<file path="src/rtl/mux_operand_stage.sv">
// -----------------------------------------------------------------------------
// mux_operand_stage
//   Two-entry registered operand buffer placed directly in front of the 2-input
//   word mux. The producer hands over {A,B,SEL} triples through a valid/ready
//   handshake. The triples are presented on OUT_* in strict FIFO order.
//   IN_READY depends only on registered state and RST. It never depends on
//   OUT_READY, so producer and consumer stalls stay decoupled.
//
//   Optional feature, controlled by the `MOS_STATS_EN macro:
//     defined   -> the CW parameter and the XFER_CNT port exist, and
//                  XFER_CNT counts completed output transfers.
//     undefined -> the counter and its port are absent. The default build
//                  leaves the macro undefined.
// -----------------------------------------------------------------------------
module mux_operand_stage #(
   parameter int k  = 4
`ifdef MOS_STATS_EN
  ,parameter int CW = 8
`endif
) (
   input  logic          CLK,
   input  logic          RST,
   input  logic          FLUSH,
   input  logic          IN_VALID,
   output logic          IN_READY,
   input  logic [k-1:0]  IN_A,
   input  logic [k-1:0]  IN_B,
   input  logic          IN_SEL,
   output logic          OUT_VALID,
   input  logic          OUT_READY,
   output logic [k-1:0]  OUT_A,
   output logic [k-1:0]  OUT_B,
   output logic          OUT_SEL,
   output logic [1:0]    COUNT
`ifdef MOS_STATS_EN
  ,output logic [CW-1:0] XFER_CNT
`endif
);

   // The state encoding equals the occupancy, so COUNT is the state itself.
   typedef enum logic [1:0] {
      ST_EMPTY = 2'd0,
      ST_ONE   = 2'd1,
      ST_FULL  = 2'd2
   } state_t;

   state_t         r_state;
   state_t         w_next_state;

   logic [k-1:0]   r_head_a;
   logic [k-1:0]   r_head_b;
   logic           r_head_sel;
   logic [k-1:0]   r_tail_a;
   logic [k-1:0]   r_tail_b;
   logic           r_tail_sel;

   logic           w_push;
   logic           w_pop;
   logic           w_push_eff;
   logic           w_pop_eff;

   assign w_push     = IN_VALID & IN_READY;
   assign w_pop      = OUT_VALID & OUT_READY;
   // FLUSH discards any handshake that happens in the same cycle.
   assign w_push_eff = w_push & ~FLUSH;
   assign w_pop_eff  = w_pop  & ~FLUSH;

   // State register: RST has the highest priority.
   always_ff @(posedge CLK) begin
      // NOTE: sequential state uses non-blocking (<=) assignments, so every
      // register samples the values from before the edge.
      if (RST) r_state <= ST_EMPTY;
      else     r_state <= w_next_state;
   end

   // Next-state logic: FLUSH wins over push/pop; otherwise track occupancy.
   always_comb begin
      // NOTE: the default assignment comes first, so no path leaves
      // w_next_state unassigned and no latch is inferred.
      w_next_state = r_state;
      if (FLUSH) begin
         w_next_state = ST_EMPTY;
      end else begin
         case (r_state)
            ST_EMPTY: if (w_push_eff) w_next_state = ST_ONE;
            ST_ONE: begin
               if (w_push_eff && !w_pop_eff)      w_next_state = ST_FULL;
               else if (w_pop_eff && !w_push_eff) w_next_state = ST_EMPTY;
            end
            ST_FULL:  if (w_pop_eff) w_next_state = ST_ONE;
            default:  w_next_state = ST_EMPTY;
         endcase
      end
   end

   // Output decode: flags and occupancy depend only on registered state and RST.
   always_comb begin
      IN_READY  = (r_state != ST_FULL) & ~RST;
      OUT_VALID = (r_state != ST_EMPTY);
      COUNT     = r_state;
   end

   // Data path: the head feeds the mux, and the tail holds the second entry.
   always_ff @(posedge CLK) begin
      // NOTE: the data registers are reset because OUT_A, OUT_B and OUT_SEL
      // must read zero during reset. FLUSH only clears the state, so the data
      // registers keep their values.
      if (RST) begin
         r_head_a   <= '0;
         r_head_b   <= '0;
         r_head_sel <= 1'b0;
         r_tail_a   <= '0;
         r_tail_b   <= '0;
         r_tail_sel <= 1'b0;
      end else begin
         if (w_pop_eff && r_state == ST_FULL) begin
            r_head_a   <= r_tail_a;
            r_head_b   <= r_tail_b;
            r_head_sel <= r_tail_sel;
         end else if (w_push_eff && (r_state == ST_EMPTY || w_pop_eff)) begin
            r_head_a   <= IN_A;
            r_head_b   <= IN_B;
            r_head_sel <= IN_SEL;
         end
         if (w_push_eff && !w_pop_eff && r_state == ST_ONE) begin
            r_tail_a   <= IN_A;
            r_tail_b   <= IN_B;
            r_tail_sel <= IN_SEL;
         end
      end
   end

   assign OUT_A   = r_head_a;
   assign OUT_B   = r_head_b;
   assign OUT_SEL = r_head_sel;

`ifdef MOS_STATS_EN
   logic [CW-1:0] r_xfer_cnt;

   // Transfer counter: counts pops and wraps naturally. Only RST clears it;
   // FLUSH does not.
   always_ff @(posedge CLK) begin
      if (RST)            r_xfer_cnt <= '0;
      else if (w_pop_eff) r_xfer_cnt <= r_xfer_cnt + 1'b1;
   end

   assign XFER_CNT = r_xfer_cnt;
`endif

endmodule

</file>
<file path="config.mk">
export PLATFORM = sky130hd
export DESIGN_NAME = mux_operand_stage
export DESIGN_NICKNAME = d
export VERILOG_FILES = /design/src/rtl/mux_operand_stage.sv
export SDC_FILE = /design/constraint.sdc
export NUM_CORES = 1
export LEC_CHECK = 0
export CAP_MARGIN = 20
export CORE_MARGIN = 5
export CORE_UTILIZATION = 49
export CTS_CLUSTER_DIAMETER = 50
export CTS_CLUSTER_SIZE = 25
export DETAILED_ROUTE_END_ITERATION = 16
export PLACE_DENSITY = 0.82
export SLEW_MARGIN = 20
export SYNTH_ARGS = -nofsm -noshare
export SYNTH_HDL_FRONTEND = slang
export SYNTH_SLANG_ARGS = --single-unit
</file>
<file path="constraint.sdc">
create_clock -name CLK -period 5 [get_ports CLK]
set_input_delay 1.25 -clock CLK [delete_from_list [all_inputs] [get_ports CLK]]
set_output_delay 1.25 -clock CLK [all_outputs]
set_load 0.02 [all_outputs]
</file>
# [Word-level counts from Yosys, hierarchy flattened]
# Cells that the tools add are included.
# Widths: inputs -> output; s select.
[totals] register_bits=20 output_inout_bits=13
[op_classes] reduce_logical=13 bitwise_logic=7 mux=11 eq_ne=6
[op_table] operator="$mux 4" n=4
[op_table] operator="$mux 2" n=4
[op_table] operator="$ne 2x2->1 const B" n=3
[op_table] operator="$pmux 2 s3" n=1
[op_table] operator="$and 1x1->1" n=5
[op_table] operator="$logic_and 1x1->1" n=5
[op_table] operator="$reduce_bool 2->1" n=2
[op_table] operator="$ne 3x3->1 const B" n=1
[op_table] operator="$reduce_and 3->1" n=1
[op_table] operator="$eq 2x1->1 const B" n=1
[op_table] operator="$eq 2x2->1 const B" n=1
[op_table] operator="$logic_not 1->1" n=2
[op_table] operator="$logic_not 2->1" n=1
[op_table] operator="$mux 1" n=2
[op_table] operator="$not 1->1" n=2
[op_table] operator="$reduce_or 2->1" n=1
[op_table] operator="$logic_or 1x1->1" n=1

# [Logic depth before layout (Yosys ltp)]
[logic_depth] depth_word=9 depth_mapped=8 mapped_depth_nobuf=6

# [Worst setup path before layout]
# Ideal clock, no wire load.
[synth_path] path_type="input to output" start="input RST" end="output IN_READY" slack_ps=1992 arrival_time_ps=1758 t_required_ps=3750 path_stages=2 path_buffers=1 cell_sequence="clkbuf_1 nor2b_1"
[synth_between] elab_chain_cells=2
[synth_rtl] item="start, declared" line_no="22" rtl="input logic RST,"
[synth_rtl] item="$not 1->1" line_no="98" rtl="IN_READY = (r_state != ST_FULL) & ~RST;"
[synth_rtl] item="$and 1x1->1" line_no="98"
[synth_rtl] item="end, declared" line_no="25" rtl="output logic IN_READY,"
# Every way passes these cells.

# [Worst setup path in the final report]
# Same ends and word-level chain as after synthesis.

==> results.md <==
Status:
- The flow ran to the end, and the final reports show no timing, DRC or antenna violations.

Worst setup path:
- The worst register-to-register path begins at COUNT[1].
- At the worst endpoint, the required time is 3750 ps.
- By startpoint and endpoint, the worst setup path is classified as in -> out.
- The kind of capture point of the worst setup path is an output port.
- The delay of the slowest cell on the worst path is 610 ps.
- The worst setup path is launched from a primary input.
- The most repeated library cell on the critical path is sky130_fd_sc_hd__clkdlybuf4s50_1.
- The worst-path maximum fanout is 22.
- The launching instance or port of the critical path is RST.
- The arrival time of the worst setup path is 2600 ps.
- The critical path goes through clkdlybuf4s50_1 > buf_4 > nor2b_1 > clkdlybuf4s50_1.
- The slowest stage of the critical path is the sky130_fd_sc_hd__clkdlybuf4s50_1 cell.

Pwr:
- The internal power component is 240 µW.
- The cell leakage power is 0.000495 µW.
- The share of total power dissipated in sequential elements is 53.3%.
- Combinational logic burns 17.8% of the power.
- The switching power summed over all nets is 77.8 µW.
- Dividing total power by cell area gives a power density of 253 nW/µm².
- The fraction of power consumed by the clock network is 28.9%.
- The worst voltage drop across the vdd grid is 0.000267 V.
- The design draws 317 µW.
- Of the total power, the share spent switching nets is 24.5%.

Placement:
- The number of buffers added on ports is 26.
- Summed over all nets, the half-perimeter wirelength after detailed placement is 1360 µm.
- The routability congestion estimate is 0.726.

Timing:
- On the final layout, the worst hold slack is 508 ps.
- At the pin with the least slew margin, the transition time is 863 ps.
- The count of endpoints failing setup in the final report is 0.
- Clock skew on the completed layout was measured at 1.10 ps.
- Setup repair after global routing left no endpoint under its margin.
- The final number of hold-violating endpoints is 0.
- The number of pins with negative max-slew slack in the final report is 0.
- The final critical path takes up 77.0% of the cycle.
- The worst relative slew slack is 41.6%.
- The final critical path time including I/O delays and setup is 3850 ps.
- The final total negative setup slack is 0 ps.
- The fmax is 260 MHz.

Floorplan:
- The region available for standard cell placement spans 1920 µm².
- The overall die height is 54.4 µm.
- The die area is 2960 µm².
- The starting density of the core is 50.2%.
- The number of rows created at floorplan is 16.
- In this run the count of I/O pins placed on the die edge is 27.
- The die outline width is 54.4 µm.

Clocking:
- The number of instances resized during post-cts repair is 0.
- The later pin in the worst-skew pair is clocked with a latency of 300 ps.
- The clock sink total is 20.
- The buffers inserted during post-CTS setup optimization is 0.
- TritonCTS built the clock tree.
- Clock-pin slew was measured on the worst setup and hold paths at 110 ps.
- The cts-stage hold buffer count is 0.
- The clock passes through at most 2 buffers.
- The cell at the root of the clock tree is sky130_fd_sc_hd__clkbuf_4.
- CTS built an H-tree with a depth of 1.
- Counting the buffers created by CTS gives 3.

Synthesis:
- The leading area contributor after synthesis is sky130_fd_sc_hd__dfxtp_1.
- Summing the areas of all compound-gate instances in the mapped netlist gives 17.5% of the synthesized area.
- The synthesized netlist devotes 1.30% of its cell area to adder and majority cells.
- By area, the combinational part of the netlist is dominated by multiplexers.
- By area the synthesized netlist is led by sky130_fd_sc_hd__dfxtp_1 (42%), sky130_fd_sc_hd__mux2i_1 (20%), sky130_fd_sc_hd__a2111oi_0 (8.2%).
- After synthesis, the netlist uses 26 different library cells.
- Each instance of the synthesized netlist takes up on average 10.6 µm².
- The proportion of synthesized area in mux cells is 19.7%.
- The part of the Yosys area used for sequential elements is 41.5%.
- The synthesis warning total is 0.
- Of the total synthesized cell area, the portion taken by XOR and XNOR cells is 0%.
- The cell count after synthesis is 91.
- The top-area cell type share of the netlist area is 41.5%.
- The number of synthesized register bits is 20.
- Summing every instance area after synthesis gives 965 µm².
- The basic-gate share of the synthesized area counting and, or, nand and nor cells is 13.7%.
- The synthesized netlist net count is 106.

Global routing:
- The via count of the first global-routing pass is 705.
- The initial antenna violation count is 0.
- The wire length of the first global-routing pass is 3150 µm.
- Entering global routing, the biggest net connects 23 pins.
- The final global-route overflow total is 0.
- Global routing used 14.9% of the available tracks.

Routing:
- The post-detailed-route count of antenna-violating nets is 0.
- The routed via count divided by cell count is 5.46.
- The final routed DRC violation total is 0.
- The detailed-routing iteration count for the pre-antenna-repair pass is 4.
- The initial detailed-routing violation count is 11.
- The wire length per cell is 14.0 µm.
- The routed via count is 770.
- The post-detailed-routing wire length is 1980 µm.

Finish:
- The synthesis-to-layout area growth is 29.8%.
- In the final design database the tool counted 130 nets.
- The number of antenna diodes in the final layout is 0.
- In the final layout, the share of cells above drive strength 1 is 7.02%.

Job:
- The number of max-cap violations is 0.

Hold path:
- The startpoint identified for the worst hold timing path is r_tail_a[0].
- The tightest min-delay check is of the reg -> reg type.
==> power by group through the flow <==
stage | Sequential (µW) | Combinational, µW | Clock (µW)
floorplan | 179 | 21.2 | 0
global placement | 173 | 55.0 | 0
detailed placement | 173 | 56.3 | 0
CTS | 169 | 56.5 | 95.0
global route | 170 | 61.5 | 104
finish | 169 | 56.5 | 91.7
==> per-stage QoR <==
step | util, % | worst slack (ps) | instances | cell area [µm²]
final | 65.2 | 1150 | 141 | 1250
after global routing | 65.2 | 1080 | 141 | 1250
after CTS | 64.8 | 1150 | 141 | 1250
after detailed placement | 63.0 | 1150 | 137 | 1210
after global placement | 63.0 | 1160 | 137 | 1210
after floorplan | - | 1990 | 91 | 965
==> path summary, 6_finish.rpt <==
check | to | slack, ps | cells past startpoint
setup / recovery | IN_READY | 1150 | 4
hold / removal | r_tail_a[0] | 510 | 2
setup reg to reg | COUNT[1] | 2960 | 6
hold reg to reg | r_tail_a[0] | 510 | 2
==> cell usage after synthesis <==
library cell / n
sky130_fd_sc_hd__or2b_1: 1
sky130_fd_sc_hd__nor2b_1: 1
sky130_fd_sc_hd__ha_1: 1
sky130_fd_sc_hd__nand3b_1: 1
sky130_fd_sc_hd__and3_1: 1
sky130_fd_sc_hd__o21a_1: 1
sky130_fd_sc_hd__buf_12: 1
sky130_fd_sc_hd__buf_1: 1
sky130_fd_sc_hd__buf_2: 1
sky130_fd_sc_hd__nor4b_4: 1
sky130_fd_sc_hd__a211oi_1: 9
sky130_fd_sc_hd__a211o_1: 1
sky130_fd_sc_hd__mux2i_1: 19
sky130_fd_sc_hd__inv_1: 1
sky130_fd_sc_hd__and2_1: 1
sky130_fd_sc_hd__o22ai_1: 1
sky130_fd_sc_hd__a2111oi_0: 9
sky130_fd_sc_hd__clkbuf_1: 3
sky130_fd_sc_hd__nor4bb_1: 1
sky130_fd_sc_hd__nand3_1: 1
sky130_fd_sc_hd__dfxtp_1: 20
sky130_fd_sc_hd__or2_2: 1
sky130_fd_sc_hd__clkbuf_2: 1
sky130_fd_sc_hd__buf_6: 1
sky130_fd_sc_hd__nor2_1: 11
sky130_fd_sc_hd__and4bb_1: 1
==> flip-flops by register name, summed over array words and instances, names as in the netlist <==
name and flops:
r_tail_sel 1, COUNT 2, OUT_A 4, OUT_B 4, r_tail_b 4, OUT_SEL 1
r_tail_a 4
==> cell usage in the layout (no fill, tap or decap), drive strengths merged <==
master | synthesis | layout
a2111oi | 9 | 9
a211o | 1 | 1
a211oi | 9 | 9
and2 | 1 | 1
and3 | 1 | 1
and4bb | 1 | 1
buf | 4 | 1
clkbuf | 4 | 4
clkdlybuf4s50 | 0 | 26
dfxtp | 20 | 20
ha | 1 | 1
inv | 1 | 1
mux2i | 19 | 19
nand3 | 1 | 1
nand3b | 1 | 1
nor2 | 11 | 11
nor2b | 1 | 1
nor4b | 1 | 1
nor4bb | 1 | 1
o21a | 1 | 1
o22ai | 1 | 1
or2 | 1 | 1
or2b | 1 | 1
==> cell type report <==
| cell class | count | area [µm²] |
|---|---|---|
| multi-input combinational | 62 | 510 |
| inverter | 1 | 3.75 |
| tap | 27 | 33.8 |
| fill | 163 | 669 |
| timing repair buffer | 27 | 268 |
| clock buffer | 4 | 36.3 |
| sequential | 20 | 400 |
==> worst max-delay path: cells and delay by family <==
kind | cells | cell delay, ps
buffers and inverters | 3 | 1220
and+or+nand+nor | 1 | 130
==> metal layers <==
layer  vias to the layer above  track usage, %  wire length, µm
met5                         -               0                0
met4                         0            3.73               19
met3                         4            4.90              141
met2                        21            24.1              946
met1                       352            18.8              871
li1                        393               -                -
==> cells by family after synthesis <==
logic type                 after synthesis
muxes                                   19
and+or+nand+nor                         21
buffers and inverters                    9
DFF                                     20
adders and majority gates                1
AOI/OAI and AO/OA                       21
Power figures use the tool's default switching activity.
